==> src/rtl/riscv_uop_pkg.sv <==
// Shared uop definition, RISC-V opcode constants and the functional-unit
// classification helpers used by the issue queue.
package riscv_uop_pkg;

  localparam logic [6:0] OPC_OP     = 7'b0110011;
  localparam logic [6:0] OPC_OP_IMM = 7'b0010011;
  localparam logic [6:0] OPC_LUI    = 7'b0110111;
  localparam logic [6:0] OPC_AUIPC  = 7'b0010111;
  localparam logic [6:0] OPC_BRANCH = 7'b1100011;
  localparam logic [6:0] OPC_JAL    = 7'b1101111;
  localparam logic [6:0] OPC_JALR   = 7'b1100111;
  localparam logic [6:0] OPC_LOAD   = 7'b0000011;
  localparam logic [6:0] OPC_STORE  = 7'b0100011;

  typedef struct packed {
    logic [6:0] opcode;
    logic [4:0] rd;
    logic [4:0] rs1;
    logic [4:0] rs2;
    logic       uses_rs1;
    logic [2:0] funct3;
  } uop_t;

  typedef enum logic {
    FU_ALU = 1'b0,
    FU_LSU = 1'b1
  } fu_sel_t;

  // Unknown opcodes fall through to the ALU so a bad uop can never wedge the head.
  function automatic fu_sel_t classify_fu(input logic [6:0] opcode);
    case (opcode)
      OPC_LOAD, OPC_STORE: return FU_LSU;
      OPC_OP, OPC_OP_IMM, OPC_LUI, OPC_AUIPC,
      OPC_BRANCH, OPC_JAL, OPC_JALR: return FU_ALU;
      default: return FU_ALU;
    endcase
  endfunction

  function automatic logic uop_uses_rs2(input logic [6:0] opcode);
    return (opcode == OPC_OP) || (opcode == OPC_BRANCH) || (opcode == OPC_STORE);
  endfunction

  function automatic logic uop_writes_rd(input uop_t uop);
    return (uop.opcode != OPC_BRANCH) && (uop.opcode != OPC_STORE) && (uop.rd != 5'd0);
  endfunction

endpackage

==> src/rtl/issue_scoreboard.sv <==
// Register busy-bit scoreboard: one bit per architectural register, set on
// issue, cleared on writeback, with x0 hardwired idle.
module issue_scoreboard (
  input  logic       clk,
  input  logic       rst_n,
  input  logic       set_en,
  input  logic [4:0] set_rd,
  input  logic       clr_en,
  input  logic [4:0] clr_rd,
  input  logic [4:0] rs1_idx,
  input  logic [4:0] rs2_idx,
  input  logic [4:0] rd_idx,
  output logic       rs1_busy,
  output logic       rs2_busy,
  output logic       rd_busy
);

  logic [31:0] busy;
  logic [31:0] busy_next;

  // Clear is applied before set so an issue wins over a same-cycle writeback.
  always_comb begin
    busy_next = busy;
    if (clr_en) busy_next[clr_rd] = 1'b0;
    if (set_en) busy_next[set_rd] = 1'b1;
    busy_next[0] = 1'b0;
  end

  always_ff @(posedge clk or negedge rst_n) begin
    if (!rst_n) busy <= '0;
    else        busy <= busy_next;
  end

  assign rs1_busy = busy[rs1_idx];
  assign rs2_busy = busy[rs2_idx];
  assign rd_busy  = busy[rd_idx];

endmodule

==> src/rtl/issue_queue.sv <==
// In-order issue queue: circular FIFO of decoded uops whose head issues to
// the ALU or LSU once its operands and destination are free in the scoreboard.
module issue_queue
  import riscv_uop_pkg::*;
#(
  parameter int DEPTH = 4,
  parameter int XLEN  = 32
) (
  input  logic                   clk,
  input  logic                   rst_n,
  input  logic                   i_enq_valid,
  input  uop_t                   i_uop,
  input  logic [XLEN-1:0]        i_pc,
  output logic                   o_enq_ready,
  input  logic                   i_flush,
  input  logic                   i_wb_en,
  input  logic [4:0]             i_wb_rd,
  output logic                   o_alu_valid,
  input  logic                   i_alu_ready,
  output logic                   o_lsu_valid,
  input  logic                   i_lsu_ready,
  output uop_t                   o_iss_uop,
  output logic [XLEN-1:0]        o_iss_pc,
  output logic [$clog2(DEPTH):0] o_count
);

  localparam int IDXW = $clog2(DEPTH);
  localparam int PTRW = IDXW + 1;

  uop_t            uop_mem [DEPTH];
  logic [XLEN-1:0] pc_mem  [DEPTH];

  logic [PTRW-1:0] wr_ptr;
  logic [PTRW-1:0] rd_ptr;
  logic [PTRW-1:0] count;

  logic    full;
  logic    empty;
  logic    enq;
  logic    deq;
  uop_t    head_uop;
  fu_sel_t head_fu;
  logic    head_writes_rd;
  logic    head_ready;
  logic    rs1_busy;
  logic    rs2_busy;
  logic    rd_busy;

  assign full  = (wr_ptr[IDXW-1:0] == rd_ptr[IDXW-1:0]) && (wr_ptr[IDXW] != rd_ptr[IDXW]);
  assign empty = (wr_ptr == rd_ptr);

  assign o_enq_ready = !full;
  assign o_count     = count;
  assign enq         = i_enq_valid && !full && !i_flush;

  // Empty forces the head to zero so stale storage is never visible.
  assign head_uop  = empty ? '0 : uop_mem[rd_ptr[IDXW-1:0]];
  assign o_iss_uop = head_uop;
  assign o_iss_pc  = empty ? '0 : pc_mem[rd_ptr[IDXW-1:0]];

  assign head_fu        = classify_fu(head_uop.opcode);
  assign head_writes_rd = uop_writes_rd(head_uop);

  assign head_ready = !empty
                   && !(head_uop.uses_rs1 && rs1_busy)
                   && !(uop_uses_rs2(head_uop.opcode) && rs2_busy)
                   && !(head_writes_rd && rd_busy);

  assign o_alu_valid = head_ready && !i_flush && (head_fu == FU_ALU);
  assign o_lsu_valid = head_ready && !i_flush && (head_fu == FU_LSU);
  assign deq         = (o_alu_valid && i_alu_ready) || (o_lsu_valid && i_lsu_ready);

  issue_scoreboard u_scoreboard (
    .clk      (clk),
    .rst_n    (rst_n),
    .set_en   (deq && head_writes_rd),
    .set_rd   (head_uop.rd),
    .clr_en   (i_wb_en),
    .clr_rd   (i_wb_rd),
    .rs1_idx  (head_uop.rs1),
    .rs2_idx  (head_uop.rs2),
    .rd_idx   (head_uop.rd),
    .rs1_busy (rs1_busy),
    .rs2_busy (rs2_busy),
    .rd_busy  (rd_busy)
  );

  // Payload storage carries no reset; the pointers decide what is visible.
  always_ff @(posedge clk) begin
    if (enq) begin
      uop_mem[wr_ptr[IDXW-1:0]] <= i_uop;
      pc_mem[wr_ptr[IDXW-1:0]]  <= i_pc;
    end
  end

  always_ff @(posedge clk or negedge rst_n) begin
    if (!rst_n) begin
      wr_ptr <= '0;
      rd_ptr <= '0;
      count  <= '0;
    end else if (i_flush) begin
      wr_ptr <= '0;
      rd_ptr <= '0;
      count  <= '0;
    end else begin
      if (enq) wr_ptr <= wr_ptr + PTRW'(1);
      if (deq) rd_ptr <= rd_ptr + PTRW'(1);
      count <= count + PTRW'(enq) - PTRW'(deq);
    end
  end

endmodule

==> config.mk <==
export PLATFORM = sky130hd
export DESIGN_NAME = issue_queue
export DESIGN_NICKNAME = d
export VERILOG_FILES = /design/src/rtl/riscv_uop_pkg.sv /design/src/rtl/issue_scoreboard.sv /design/src/rtl/issue_queue.sv
export SDC_FILE = /design/constraint.sdc
export NUM_CORES = 1
export LEC_CHECK = 0
export BUFFER_PORTS_ARGS = -buffer_cell sky130_fd_sc_hd__buf_4
export CAP_MARGIN = 20
export CORE_MARGIN = 4
export CORE_UTILIZATION = 50
export CTS_BUF_LIST = sky130_fd_sc_hd__clkbuf_8 sky130_fd_sc_hd__clkbuf_16
export DETAILED_ROUTE_END_ITERATION = 12
export GPL_ROUTABILITY_DRIVEN = 0
export GPL_TIMING_DRIVEN = 0
export HOLD_SLACK_MARGIN = 0.06
export PLACE_DENSITY = 0.81
export SETUP_SLACK_MARGIN = 0.15
export SKIP_CTS_REPAIR_TIMING = 1
export SYNTH_ARGS = -nofsm -noshare
export SYNTH_HDL_FRONTEND = slang
export SYNTH_SLANG_ARGS = --single-unit
==> constraint.sdc <==
create_clock -name clk -period 3.75 [get_ports clk]
set_clock_uncertainty 0.05 [all_clocks]
set_input_delay 0.5625 -clock clk [delete_from_list [all_inputs] [get_ports clk]]
set_output_delay 0.5625 -clock clk [all_outputs]
set_load 0.02 [all_outputs]
==> results.toml, run 1 <==
[cells_and_area]
final.fill_count = 1620
layout_common_cells = "edfxtp_1, buf_4, mux4_2, and2_1, dfrtp_1"
layout-area-overhead-vs-synth_pct = 26.1
final_cells = 1253
post_route_cells_drive_above_1_share = 0.393
antennaDiodeCount = 0
num-nets-final = 993
final_util = 0.639
most_common_cell_after_layout_fill_and_taps_aside = "edfxtp_1"

[synthesis]
number_of_enable_type_register_cells_in_the_synthesized_netlist = 232
syn_inst = 707
yosysWarnings = 0
synth-seq-cells = 272
synthesis.nets = 785
netlist_area_um2 = 11900
post_synthesis_sequential_area_ratio = 0.669
syn_area_per_cell_um2 = 16.8
synth_cell_types = 62
yosys-top-cells-area = "edfxtp_1, mux4_2, dfrtp_1, and2_1, mux2i_1"
asyncSetResetFlopFracSynth = 0.147
synth.top_cell.area_share = 0.585
synth_ff_type = "edfxtp_1"
synth_top_area_cell = "edfxtp_1"

[placed_design]
dp.cells = 1160
dp_hpwl_um = 18400
placement.io_buffers = 133

[sta]
holdWs_ps = 169
hold_viol = 0
setup_total_negative_slack_ps = -1010
final_cycle_share = 1.07
grt_setup_unrepaired = "true"
maxSlewViolCount = 0
worst_pin_slew_ps = 916
fin_ws_ps = -267
slew-limit-headroom = 0.389
final.min_clock_period_ps = 4020
max_freq_mhz = 249
timing.final.setup_violations = 4

[grt]
grt_pass1_vias = 7428
grt_overflow = 0
number_of_antenna_violations_at_the_first_check_in_global_routing = 1
global_route.usage.total = 0.209
wire_length_of_the_first_global_routing_pass_um = 42500
grt_max_degree = 59

[die]
rows = 56
num_io_pins = 134
die_area_um2 = 26300
start_util = 0.507
floorplan.die.height_um = 162
core_area_um2 = 23500
horizontal_die_dimension_um = 162

[setup_path]
criticalPathCategory = "flop to flop"
critical_path_arrival_ps = 4370
critical_path_peak_fanout = 8
crit_end_category = "flop"
cp_slowest_stage_delay_ps = 530
critical_path.startpoint_type = "flop"
cp_data_required_time_ps = 4110
beginning_of_the_worst_register_to_register_path = "rd_ptr[0]$_DFFE_PN0P_"
path_buf_inv = 8
cpMaxStageDelayCell = "mux4_2"
critical_path.cell_chain = "buf_12 > mux4_2 > buf_12 > buf_12 > mux2i_1 > o22ai_1 > a211oi_2 > a311oi_2 > buf_4 > nor4_4 > nand3_4 > buf_12 > clkinv_4 > ha_4 > inv_2 > ha_4 > inv_2 > fa_2 > xnor2_2 > nor2_1"
most_used_cell_along_the_critical_path = "buf_12"
crit_family = "buffers and inverters"
worstSetupStartpoint = "rd_ptr[0]$_DFFE_PN0P_"

[routing]
postRouteAntennaNets = 0
via_total_after_detailed_routing = 7506
wire_length_after_detailed_routing_um = 29100
drc_violation_total_after_the_first_tritonroute_iteration = 673
vias_per_cell = 5.99
detail_route.first_pass.iterations = 5
drcViolationCount = 0
post_drt_wl_per_cell_um = 23.2

[clocking]
clock-root-buffer = "clkbuf_16"
cts_tree = "done"
clkLatencyLatePin_ps = 540
cts.sink_count = 272
clk_transition_reported_paths_ps = 60
h-tree-depth = 1
cts_buffers = 27
cts_buffer_depth = 3

[pwr]
peak_supply_drop_v = 0.000490
power.density_nw_per_um2 = 646
leakagePower_nw = 5.50
post_layout_total_power_mw = 9.70

[worst_hold_path]
hold_path.startpoint = "i_uop[3]"
holdCritPathClass = "primary input to flop"

[job]
max_cap_violation_count = 0

[run_status]
status = "finished, violations left"
violated_checks = "negative setup slack"
## layout make-up
type | count | area, um2 | share of cell area
tap | 319 | 399 | 0.0266
clock buffer | 27 | 676 | 0.0450
sequential | 272 | 7970 | 0.531
timing repair buffer | 177 | 1430 | 0.0954
multi-input combinational | 381 | 3930 | 0.262
clock inverter | 21 | 184 | 0.0123
buffer | 39 | 353 | 0.0235
inverter | 17 | 68.8 | 0.00459
## registers in the layout (all words and copies together), names as in the netlist
register / count
pc_mem: 128
uop_mem: 104
u_scoreboard.busy: 31
o_count: 3
rd_ptr: 3
wr_ptr: 3
## metrics by stage
step,area [um2],setup WS (ps)
floorplan,12000,86.8
global placement,13400,-807
detailed placement,13500,-823
CTS,14300,-836
global route,15000,-368
finish,15000,-267
## logic make-up after synthesis
kind of cell | after synthesis | share of synthesized area
adder cells (fa/ha/maj) | 8 | 0.00904
flip-flops | 272 | 0.669
buffers and inverters | 56 | 0.0216
multiplexers | 94 | 0.144
AND/OR/NAND/NOR | 154 | 0.0755
XOR/XNOR | 7 | 0.00515
AO/OA/AOI/OAI | 116 | 0.0750
## worst reg2reg max path: cells and delay by family (launching register included)
kind | cells | cell delay (ps)
AND/OR/NAND/NOR | 3 | 640
flip-flops | 1 | 400
multiplexers | 2 | 700
AO/OA/AOI/OAI | 3 | 350
buffers and inverters | 8 | 950
adder cells (fa/ha/maj) | 3 | 650
XOR/XNOR | 1 | 160
## final timing paths
check                                             endpoint  slack (ps)  cells past startpoint
setup / recovery                      o_count[2]$_DFF_PN0_        -270                     20
max in group asynchronous  u_scoreboard.busy[18]$_DFF_PN0_        2780                      2
hold reg to reg            u_scoreboard.busy[31]$_DFF_PN0_         520                      2
setup reg to reg                      o_count[2]$_DFF_PN0_        -270                     20
hold / removal                     uop_mem[3][3]$_DFFE_PP_         170                      1
min in group asynchronous   u_scoreboard.busy[2]$_DFF_PN0_         490                      2
## power by group
part	internal, mW	leakage [nW]	switching [mW]
clock network	1.51	0.439	1.10
registers	3.42	2.66	0.0879
logic	1.62	2.40	1.95
total	6.56	5.50	3.14
## metal layers
layer,global-route usage,part of all wire
met5,0,0.00045
met4,0.0673,0.040
met3,0.0622,0.11
met2,0.327,0.47
met1,0.287,0.38
## cells in the mapped netlist (2+ instances only)
library cell,number
edfxtp_1,232
mux4_2,62
and2_1,51
dfrtp_1,40
o21ai_0,35
mux2i_1,29
nor2_1,27
clkbuf_1,18
inv_1,17
o31ai_1,17
nand2_1,14
nand3_1,12
o41ai_2,10
a21oi_1,9
nand2b_1,9
buf_1,8
buf_2,8
nand3b_1,8
ha_1,7
nor2b_1,7
a211oi_1,5
a2bb2oi_1,5
buf_6,5
o41ai_1,5
or3_1,5
xor2_1,5
nor3b_1,4
o221ai_1,4
mux2_2,3
nor3_1,3
o211ai_1,3
o22ai_1,3
o31a_1,3
a311oi_1,2
a31oi_1,2
o32a_1,2
or3b_2,2
xnor2_1,2
Note: power is estimated with default switching activity, not from simulation.
==> run 2: changes to the inputs <==
- CORE_ASPECT_RATIO: unset -> 0.7
- PLACE_DENSITY: 0.81 -> 0.73
==> run 2 against run 1 <==
Compared with the run above:
- the flow still finishes with violations (negative setup slack)
- clock power shrank 10%
- combinational power about the same
- total power decreased by 2.5%
- final area down 0.60%
- routed wire length is 0.33% lower
- sequential power about the same
==> results.toml, run 2 (synthesized netlist as in run 1, its figures left out) <==
[placed_design]
placement.io_buffers = 133
detailedPlace.worstSlack_ps = -1230
dp_hpwl_um = 18900

[sta]
slew-limit-headroom = 0.391
grt_setup_unrepaired = "true"
worst_pin_slew_ps = 914
hold_viol = 0
final.min_clock_period_ps = 4020
final_cycle_share = 1.07
timing.final.setup_violations = 4
max_freq_mhz = 249
fin_ws_ps = -269
maxSlewViolCount = 0

[routing]
post_drt_wl_per_cell_um = 23.4
drc_violation_total_after_the_first_tritonroute_iteration = 860
via_total_after_detailed_routing = 7423
vias_per_cell = 5.98
wire_length_after_detailed_routing_um = 29000
detail_route.first_pass.iterations = 5
postRouteAntennaNets = 0
drcViolationCount = 0

[grt]
number_of_antenna_violations_at_the_first_check_in_global_routing = 0
grt_overflow = 0
grt_max_degree = 59
global_route.usage.total = 0.213
grt_pass1_vias = 7108
wire_length_of_the_first_global_routing_pass_um = 42500

[setup_path]
critical_path_peak_fanout = 8
reg2reg_depth = 19
critical_path_arrival_ps = 4360
criticalPathCategory = "flop to flop"
regToRegSetupSlack_ps = -270
critical_path.startpoint_type = "flop"
worstReg2RegEnd = "o_count[2]$_DFF_PN0_"
beginning_of_the_worst_register_to_register_path = "rd_ptr[0]$_DFFE_PN0P_"
cp_data_required_time_ps = 4090
crit_end_category = "flop"

[clocking]
cts.sink_count = 272
clkLatencyLatePin_ps = 520
cts_tree = "done"
cts_buffer_depth = 3
h-tree-depth = 1
clk_transition_reported_paths_ps = 60
clock-root-buffer = "clkbuf_16"
cts_buffers = 26

[cells_and_area]
antennaDiodeCount = 0
layout-area-overhead-vs-synth_pct = 25.3
largest_reg_flops = 128
layout_common_cells = "edfxtp_1, buf_4, mux4_2, and2_1, dfrtp_1"
final_util = 0.648
post_route_cells_drive_above_1_share = 0.396
num-nets-final = 990
final.fill_count = 1687
most_common_cell_after_layout_fill_and_taps_aside = "edfxtp_1"

[pwr]
leakagePower_nw = 5.47
power.density_nw_per_um2 = 634
peak_supply_drop_v = 0.000376

[die]
horizontal_die_dimension_um = 192
floorplan.die.height_um = 137
die_area_um2 = 26400
rows = 46
num_io_pins = 134
core_area_um2 = 23000
start_util = 0.517

[worst_hold_path]
min_path_cells = 1
worstHoldEndpoint = "uop_mem[2][16]$_DFFE_PP_"
hold_path.startpoint = "i_uop[16]"
holdCritPathClass = "primary input to flop"

[run_status]
status = "finished, violations left"
violated_checks = "negative setup slack"

[job]
max_cap_violation_count = 0
[run 2: changes by cell type in the layout (fill, tap and decap cells not counted), sizes merged]
cell,previous run,this run
bufinv,3,0
xor2,7,5
clkbuf,44,45
inv,21,27
clkinv,14,7
clkinvlp,0,1
[run 2: worst max-delay path by stage]
stage	from	endpoint	slack, ps	depth (start not counted)
5_1_grt	rd_ptr[0]$_DFFE_PN0P_	o_count[2]$_DFF_PN0_	-420	19
6_report	rd_ptr[0]$_DFFE_PN0P_	o_count[2]$_DFF_PN0_	-270	19
3_5_place_dp	rd_ptr[1]$_DFFE_PN0P_	o_count[2]$_DFF_PN0_	-1230	19
2_1_floorplan	rd_ptr[0]$_DFFE_PN0P_	o_count[1]$_DFF_PN0_	90	17
4_1_cts	rd_ptr[1]$_DFFE_PN0P_	o_count[2]$_DFF_PN0_	-1220	19
3_3_place_gp	rd_ptr[1]$_DFFE_PN0P_	o_count[1]$_DFF_PN0_	-1170	18
[run 2: critical path, cell delays in order, from the launching register on]
cell and delay [ps]:
dfrtp_2 420, buf_12 150, buf_4 110, mux4_2 640
o32a_1 270, a2bb2oi_2 160, a221oi_2 290, a211oi_2 50
buf_4 170, nor4_4 310, nand3_4 140, buf_12 150
clkinv_4 40, ha_4 180, inv_2 50, ha_4 120
inv_2 30, fa_2 340, xnor2_2 160, nor2_1 50
[run 2: layer usage]
layer  vias up  wire length [um]  global-route usage  share of wire
met5         -                 0                   0              0
met4         0               374              0.0372          0.013
met3        34              2740              0.0556          0.095
met2       364             13200               0.313           0.46
met1      3779             12700               0.329           0.44
li1       3246                 -                   -              -
[run 2: metrics by stage]
stage / TNS [ps] / hold slack (ps) / area, um2 / total power, mW / instances
floorplan: 0 / 217 / 12000 / 5.51 / 707
global placement: -217870 / 477 / 13400 / 6.55 / 1152
detailed placement: -22900 / 478 / 13400 / 6.58 / 1152
CTS: -48190 / -27.8 / 14200 / 8.92 / 1198
global route: -1510 / 169 / 14900 / 9.86 / 1242
finish: -954 / 190 / 14900 / 9.46 / 1242
[run 2: power breakdown]
part | switching [mW] | internal [mW]
logic | 1.95 | 1.63
clock network | 1.05 | 1.31
registers | 0.0984 | 3.42
total | 3.10 | 6.36
[run 2: area by class of cell]
class,count,area (um2),area share
flip-flops and latches,272,7970,0.534
multi-input cells,379,3990,0.267
repair buffers,177,1390,0.0933
clock buffers,28,689,0.0462
well taps,312,390,0.0262
plain buffers,39,349,0.0234
clock inverters,18,71.3,0.00478
inverters,17,68.8,0.00461
==> run 3: changes to the inputs <==
- CAP_MARGIN: 20 -> 25
- CORE_MARGIN: 4 -> 3
- REMOVE_ABC_BUFFERS: unset -> 1
==> run 3 against run 2 <==
Compared with the run above:
- the run still ends with negative setup slack left
- register-to-register slack worse by 160 ps
- maximum frequency down 5.2%
- worst hold slack worse by 5.6 ps
- combinational power about the same
- count of clock-buffer cells in the layout up 3
- core utilization up 1.4 points
- global-route usage down 0.38 points
- sequential power about the same
- clock power up 12%
- largest power group unchanged
==> results.toml, run 3 (synthesized netlist as in run 1, its figures left out) <==
[run_status]
status = "finished, violations left"
violated_checks = "negative setup slack"

[cells_and_area]
largest_reg_flops = 128
post_route_cells_drive_above_1_share = 0.399
multiInputGateArea_um2 = 4120
final.fill_count = 1552
most_common_cell_after_layout_fill_and_taps_aside = "edfxtp_1"
layout-area-overhead-vs-synth_pct = 28.0
layout_common_cells = "edfxtp_1, buf_4, mux4_2, and2_1, dfrtp_1"
sequential_cell_area_um2 = 7980
num-nets-final = 969

[grt]
global_routing_met3_resource_utilization = 0.0449
met2_usage = 0.335
grt_busiest_layer = "met2"
global_route.usage.met1 = 0.292
grt_overflow = 0
grt_max_degree = 63
global_route.usage.total = 0.209
grt_pass1_vias = 7384
wire_length_of_the_first_global_routing_pass_um = 41700
number_of_antenna_violations_at_the_first_check_in_global_routing = 1

[routing]
vias_per_cell = 6.17
post_drt_wl_per_cell_um = 24.4
drc_violation_total_after_the_first_tritonroute_iteration = 892
detail_route.first_pass.iterations = 6
postRouteAntennaNets = 0
wire_length_after_detailed_routing_um = 29900
via_total_after_detailed_routing = 7559
drcViolationCount = 0

[clocking]
cts_buffers = 27
clk_transition_reported_paths_ps = 60
clock-root-buffer = "clkbuf_16"
cts_tree = "done"
h-tree-depth = 1
cts.sink_count = 272
cts_buffer_depth = 3
clkLatencyLatePin_ps = 520

[sta]
worst_pin_slew_ps = 676
max_freq_mhz = 236
holdWs_ps = 184
setup_total_negative_slack_ps = -1960
timing.final.setup_violations = 6
final.min_clock_period_ps = 4240
hold_viol = 0
slew-limit-headroom = 0.549
maxSlewViolCount = 0
fin_ws_ps = -488
grt_setup_unrepaired = "true"
final_cycle_share = 1.13

[placed_design]
dp_hpwl_um = 16900
placement.io_buffers = 133
detailedPlace.worstSlack_ps = -2390

[pwr]
peak_supply_drop_v = 0.000465
power.density_nw_per_um2 = 641
leakagePower_nw = 5.57
post_layout_total_power_mw = 9.77

[die]
num_io_pins = 134
floorplan.die.height_um = 135
horizontal_die_dimension_um = 190
rows = 46
core_area_um2 = 23000
die_area_um2 = 25700
start_util = 0.517

[setup_path]
crit_end_category = "output port"
critical_path.startpoint_type = "flop"
criticalPathCategory = "flop to output port"
critical_path_arrival_ps = 3630
critical_path_peak_fanout = 7
cp_data_required_time_ps = 3140

[job]
max_cap_violation_count = 0

[worst_hold_path]
holdCritPathClass = "primary input to flop"
[run 3: report_power, final]
group          total (mW)  leakage (nW)  internal, mW  switching (mW)
registers            3.53          2.66          3.43           0.104
logic                3.61          2.45          1.61            2.00
clock network        2.63         0.462          1.53            1.10
total                9.77          5.57          6.57            3.20
[run 3: metal layers]
metal / share of wire / wire length, um / vias to the layer above
li1: - / - / 3204
met1: 0.41 / 12300 / 3833
met2: 0.47 / 14000 / 431
met3: 0.087 / 2610 / 89
met4: 0.029 / 861 / 2
met5: 0.00067 / 20 / -
[run 3: area by class of cell]
cell class	count	share of cell area
Multi-Input combinational cell	381	0.270
Timing Repair Buffer	192	0.118
Antenna cell	1	0.000164
Clock inverter	19	0.00985
Tap cell	312	0.0256
Sequential cell	272	0.523
Clock buffer	31	0.0480
Inverter	17	0.00435
[run 3: worst paths after layout]
kind                                       start                               to  slack [ps]  cells after the start
setup reg to reg           rd_ptr[0]$_DFFE_PN0P_             o_count[1]$_DFF_PN0_        -430                     16
hold reg to reg            rd_ptr[2]$_DFFE_PN0P_            rd_ptr[2]$_DFFE_PN0P_         500                      1
max in group asynchronous                  rst_n            rd_ptr[1]$_DFFE_PN0P_        2700                      2
min in group asynchronous                  rst_n  u_scoreboard.busy[25]$_DFF_PN0_         520                      2
setup / recovery           rd_ptr[0]$_DFFE_PN0P_                      o_lsu_valid        -490                     11
hold / removal                           i_pc[9]           pc_mem[3][9]$_DFFE_PP_         180                      1
[run 3: worst max-delay path, cell delays in order (launching register included)]
cell and delay [ps]:
dfrtp_4 520, buf_16 160, mux4_2 610, buf_6 180
nor3b_1 140, a311o_1 330, o211a_1 280, o32ai_4 380
nand3_4 160, nand3_4 140, nor2_2 60, buf_6 120
[run 3: metrics by stage]
stage | instances | utilization | area (um2)
final | 1225 | 0.662 | 15200
after global routing | 1224 | 0.662 | 15200
after CTS | 1170 | 0.616 | 14200
after detailed placement | 1120 | 0.577 | 13300
after global placement | 1113 | 0.569 | 13100
after floorplan | 668 | - | 11700
